==> src/rtl/sysarr_pkg.sv <==
// Shared constants, FSM encoding and lane helper for the systolic array feeder.
package sysarr_pkg;

  localparam int unsigned ARR_N  = 16;
  localparam int unsigned DATA_W = 8;

  typedef enum logic [1:0] {
    IDLE  = 2'd0,
    FEED  = 2'd1,
    DRAIN = 2'd2
  } state_t;

  // Extract lane idx from a packed ARR_N-lane row vector.
  function automatic logic [DATA_W-1:0] lane_get(input logic [ARR_N*DATA_W-1:0] vec,
                                                 input int unsigned idx);
    return vec[idx*DATA_W +: DATA_W];
  endfunction

endpackage

==> src/rtl/sysarr_skew_feeder_skew_line.sv <==
// DEPTH-stage enabled shift register of {valid, data}; DEPTH=0 is a plain wire.
module skew_line #(
  parameter int unsigned DEPTH = 1,
  parameter int unsigned DW    = 8
) (
  input  logic          clk,
  input  logic          rst_n,
  input  logic          en,
  input  logic          in_valid,
  input  logic [DW-1:0] in_data,
  output logic          out_valid,
  output logic [DW-1:0] out_data
);

  generate
    if (DEPTH == 0) begin : g_wire
      logic unused_ctl;
      assign unused_ctl = &{1'b0, clk, rst_n, en};
      assign out_valid  = in_valid;
      assign out_data   = in_data;
    end else begin : g_shift
      logic [DEPTH-1:0]         vld_q;
      logic [DEPTH-1:0][DW-1:0] dat_q;

      always_ff @(posedge clk) begin
        if (!rst_n) begin
          vld_q <= '0;
          dat_q <= '0;
        end else if (en) begin
          vld_q[0] <= in_valid;
          dat_q[0] <= in_data;
          for (int unsigned k = 1; k < DEPTH; k++) begin
            vld_q[k] <= vld_q[k-1];
            dat_q[k] <= dat_q[k-1];
          end
        end
      end

      assign out_valid = vld_q[DEPTH-1];
      assign out_data  = dat_q[DEPTH-1];
    end
  endgenerate

endmodule

==> src/rtl/sysarr_skew_feeder.sv <==
// Diagonal skew feeder: lane i of each accepted row reaches PE row i i cycles after lane 0,
// then the pipeline is flushed after the last row and done pulses.
module sysarr_skew_feeder
  import sysarr_pkg::*;
#(
  parameter int unsigned N  = ARR_N,
  parameter int unsigned DW = DATA_W,
  parameter int unsigned CW = 5
) (
  input  logic            clk,
  input  logic            rst_n,
  input  logic            in_valid,
  output logic            in_ready,
  input  logic [N*DW-1:0] in_data,
  input  logic            in_last,
  input  logic            stall,
  output logic [N*DW-1:0] data_out,
  output logic [N-1:0]    lane_valid,
  output logic            active_out,
  output logic            busy,
  output logic            done
);

  state_t          state_q, state_d;
  logic [CW-1:0]   cnt_q, cnt_d;
  logic            done_d;
  logic            advance, ready_c, accept;
  logic [N-1:0]    skew_vld;
  logic [N*DW-1:0] skew_dat;

  assign advance = ~stall;
  assign ready_c = rst_n & advance & (state_q != DRAIN);
  assign accept  = in_valid & ready_c;

  // State register
  always_ff @(posedge clk) begin
    if (!rst_n) begin
      state_q <= IDLE;
      cnt_q   <= '0;
      done    <= 1'b0;
    end else begin
      state_q <= state_d;
      cnt_q   <= cnt_d;
      done    <= done_d;
    end
  end

  // Next-state logic; stall freezes everything because accept and drain both need advance
  always_comb begin
    state_d = state_q;
    cnt_d   = cnt_q;
    done_d  = 1'b0;
    unique case (state_q)
      IDLE, FEED: begin
        if (accept) begin
          if (in_last) begin
            state_d = DRAIN;
            cnt_d   = CW'(N - 1);
          end else begin
            state_d = FEED;
          end
        end
      end
      DRAIN: begin
        if (advance) begin
          if (cnt_q == '0) begin
            state_d = IDLE;
            done_d  = 1'b1;
          end else begin
            cnt_d = cnt_q - CW'(1);
          end
        end
      end
      default: state_d = IDLE;
    endcase
  end

  // Handshake and array enable
  always_comb begin
    in_ready   = ready_c;
    busy       = (state_q != IDLE);
    active_out = rst_n & advance & ((state_q != IDLE) | accept);
  end

  // Per-lane skew; idle advancing cycles ingest zero bubbles
  for (genvar i = 0; i < N; i++) begin : g_lane
    skew_line #(
      .DEPTH(i),
      .DW   (DW)
    ) u_skew (
      .clk      (clk),
      .rst_n    (rst_n),
      .en       (advance),
      .in_valid (accept),
      .in_data  (accept ? in_data[i*DW +: DW] : DW'(0)),
      .out_valid(skew_vld[i]),
      .out_data (skew_dat[i*DW +: DW])
    );
  end

  always_ff @(posedge clk) begin
    if (!rst_n) begin
      data_out   <= '0;
      lane_valid <= '0;
    end else if (advance) begin
      data_out   <= skew_dat;
      lane_valid <= skew_vld;
    end
  end

endmodule

==> config.mk <==
export PLATFORM = sky130hd
export DESIGN_NAME = sysarr_skew_feeder
export DESIGN_NICKNAME = d
export VERILOG_FILES = /design/src/rtl/sysarr_pkg.sv /design/src/rtl/sysarr_skew_feeder_skew_line.sv /design/src/rtl/sysarr_skew_feeder.sv
export SDC_FILE = /design/constraint.sdc
export NUM_CORES = 2
export LEC_CHECK = 0
export CAP_MARGIN = 10
export CORE_ASPECT_RATIO = 0.6
export CORE_MARGIN = 2
export CORE_UTILIZATION = 55
export CTS_BUF_LIST = sky130_fd_sc_hd__clkbuf_8
export DETAILED_ROUTE_END_ITERATION = 10
export PLACE_DENSITY = 0.83
export SETUP_SLACK_MARGIN = 0.15
export SYNTH_ARGS = -nofsm -noshare
export SYNTH_HDL_FRONTEND = slang
export SYNTH_SLANG_ARGS = --single-unit
==> constraint.sdc <==
create_clock -name clk -period 1.85 [get_ports clk]
set_clock_uncertainty 0.1 [all_clocks]
set_input_delay 0.185 -clock clk [delete_from_list [all_inputs] [get_ports clk]]
set_output_delay 0.185 -clock clk [all_outputs]
set_load 0.02 [all_outputs]
==> impl_metrics.json <==
{
  "fp.dieW_um": 350,
  "timing.final.ws_setup_ns": -0.150,
  "first_iter_violations": 1715,
  "min_from": "stall",
  "switchingPower_uw": 10500,
  "violations": "setup timing",
  "port_buffers": 280,
  "grt_max_degree": 131,
  "place_congestion": 0.762,
  "cts_made_buffers": 155,
  "static-leakage-power_uw": 0.0210,
  "seq_area_frac_synth_pct": 56.2,
  "ys_warn_count": 0,
  "netlist_instances": 3792,
  "synth_fa_ha_area_share_pct": 0.0316,
  "slew_headroom_pct": 24.1,
  "hold_path_class": "input pin to flip-flop",
  "period_needed_ns": 2.00,
  "area_delta_synth_final_pct": 20.4,
  "worst_pin_slew_ns": 1.13,
  "critPathMaxFanout": 3,
  "io-pin-count": 281,
  "cts_sinks": 1112,
  "period_share_pct": 108,
  "antenna_found_initial": 5,
  "synth_seq_cells": 1112,
  "clk_latency_ns": 0.81,
  "clockPowerShare_pct": 40.9,
  "cp_slowest_cell": "dfxtp_4",
  "slew_violations": 0,
  "ys_async_sr_fraction_pct": 0,
  "required_ns": 1.56,
  "first_pass_iters": 5,
  "crit_arrival_ns": 1.72,
  "clk_pin_slew_ns": 0.06,
  "p_comb_share_pct": 6.1,
  "synth_top_family_by_area": "multiplexers",
  "die_y_um": 212,
  "avgSynthCellArea_um2": 10.4,
  "fin_hold_ws_ns": 0.0294,
  "reg2reg_to": "cnt_q[1]",
  "synth.largest_area_cell": "dfxtp_1",
  "synthMuxAreaShare_pct": 24.7,
  "status": "complete, but fails checks",
  "grt_use_met2_pct": 34.5,
  "placed_area_um2": 43200,
  "hold_viol_final": 0,
  "tns_ns": -0.383,
  "grt_use_met3_pct": 5.32,
  "fin_nets": 4358,
  "synth_edf_count": 0,
  "yosysTopAreaCellShare_pct": 56.2,
  "grt_setup_unrepaired": "true",
  "clock_path_buffers": 3,
  "drc": 0,
  "dpl.hpwl_mm": 48.3,
  "worstReg2RegStart": "cnt_q[0]",
  "yosysMostFrequentCell": "dfxtp_1",
  "met1_usage_pct": 29.6,
  "fmax_mhz": 500,
  "finalSetupViolations": 3,
  "antenna_left": 0,
  "drv_cap": 0,
  "holdPathStages": 5,
  "gr-usage-all-layers_pct": 22.2,
  "p_int_uw": 35000,
  "crit_path_max_incr_delay_ns": 0.35,
  "placementRows": 76,
  "path_cells": "or2_4 > o21a_1 > buf_6",
  "drt_wl_total_mm": 84.2,
  "grt_pass1_wl_mm": 135,
  "placeableCoreArea_um2": 71500,
  "peakVddDrop_mv": 0.707,
  "grt.busiest_layer": "met2",
  "cp-start-kind": "flip-flop",
  "cellPowerDensity_nw_per_um2": 954,
  "synthSimpleGateAreaFrac_pct": 12.8,
  "synth_compound_area_share_pct": 1.92,
  "synth_area_um2": 39600,
  "vias": 27500,
  "crit_path_end_kind": "output port",
  "avgViaCountPerCell": 5.18,
  "min_to": "g_lane[14].u_skew.g_shift.dat_q[7]",
  "r2r_cells": 5,
  "netSwitchingFraction_pct": 23.1,
  "synth_area_leaders": "dfxtp_1 (56%), mux2i_1 (25%), nor2_1 (9.3%), nand4_1 (2.0%), buf_4 (2.0%)",
  "multi_input_area_um2": 15700,
  "avgRoutedWirePerCell_um": 15.9,
  "synth.net_count": 3926,
  "dp_slack_ns": -0.214,
  "initial_core_util_pct": 55.4,
  "path_class": "flip-flop to output port",
  "synth_flop_cell": "dfxtp_1",
  "grt_pass1_vias": 26400,
  "htreeDepth": 4,
  "synthXorXnorAreaFrac_pct": 0,
  "synthTopCellsByCount": "dfxtp_1 (1112), nor2_1 (977), mux2i_1 (976)",
  "pwr-share-seq_pct": 53.1,
  "overflow": 0,
  "regToRegSetupSlack_ns": 0.15,
  "utilization_pct": 66.7,
  "num-fill-cells": 5257,
  "die-area_um2": 74300,
  "drive_gt1_share_pct": 11.6,
  "cts_tree": "done",
  "register_area_um2": 22300,
  "clockRootBuffer": "clkbuf_8",
  "design_area_um2": 47700,
  "ys_types": 36
}
-- logic make-up (layout without fill, tap and decap cells) --
kind of cell,after synthesis,after routing
AND/OR/NAND/NOR,1250,1250
adder cells (fa/ha/maj),1,1
other,0,2
AO/OA/AOI/OAI,141,141
multiplexers,976,976
flip-flops,1112,1112
buffers and inverters,312,854
-- final cells by class --
type | count | share of cell area, %
Inverter | 6 | 0.0630
Antenna cell | 2 | 0.0105
Sequential cell | 1112 | 46.7
Multi-Input combinational cell | 2368 | 32.9
Tap cell | 975 | 2.56
Clock inverter | 79 | 0.965
Clock buffer | 188 | 5.43
Timing Repair Buffer | 581 | 11.4
-- worst max-delay path by stage --
stage,from,to,slack [ns],cells past startpoint
floorplan,cnt_q[0],cnt_q[1],0.23,5
global placement,rst_n,data_out[1],-0.17,6
detailed placement,rst_n,g_lane[1].u_skew.out_data[1],-0.21,6
CTS,state_q[0],active_out,-0.22,3
global route,state_q[0],active_out,-0.23,3
finish,state_q[0],active_out,-0.15,3
-- critical path, delay by kind of cell (launching register included) --
family | cells | cell delay, ns
flip-flops | 1 | 0.35
buffers and inverters | 1 | 0.13
AO/OA/AOI/OAI | 1 | 0.19
AND/OR/NAND/NOR | 1 | 0.25
-- layout by cell type, fill, tap and decap left out, types with 2 or more instances in the layout --
cell type and count:
clkdlybuf4s50_1 130, nor3_1 2, inv_2 2, clkbuf_8 188
clkinv_8 2, clkinvlp_4 5, a21oi_1 129, clkinv_2 9
buf_4 99, dfxtp_1 1097, nand4_1 128, buf_6 6
diode_2 2, nor2_1 977, and3_1 2, nor2b_1 2
buf_12 37, mux2i_1 976, dfxtp_4 2, nand2_1 130
buf_2 113, inv_8 3, dlygate4sd3_1 192, bufinv_16 3
inv_1 58, a2111oi_2 2, inv_6 3, dfxtp_2 13
-- per-stage QoR --
step | total power, uW | std cells
finish | 45500 | 5311
global route | 47200 | 5311
CTS | 45900 | 5303
detailed placement | 27100 | 4840
global placement | 27100 | 4840
floorplan | 26300 | 3792
-- layer usage --
metal / vias to the layer above / part of all wire, % / wire length [um]
li1: 13700 / - / -
met1: 13100 / 47 / 39300
met2: 556 / 46 / 38400
met3: 176 / 4.9 / 4150
met4: 6 / 2.7 / 2270
met5: - / 0.049 / 41
-- timing repair --
action,CTS,global route
pin swaps,2,1
hold buffers,193,2
setup buffers,3,4
cloned,0,1
resized for setup,665,19
endpoints found under the setup margin,152,219
hold endpoints to repair,264,10
-- power groups by stage --
stage | Clock, uW | Combinational [uW] | Sequential [uW]
after floorplan | 0 | 1660 | 24700
after global placement | 0 | 2380 | 24700
after detailed placement | 0 | 2390 | 24700
after CTS | 19100 | 2690 | 24100
after global routing | 20200 | 2910 | 24100
final | 18600 | 2760 | 24100
-- registers in the layout, summed over array words and instances, names as in the netlist --
register / count
g_lane.u_skew.g_shift.dat_q: 840
data_out: 128
g_lane.u_skew.out_data: 120
lane_valid: 16
cnt_q: 5
state_q: 2
done: 1
(Power assumes the default switching activity.)
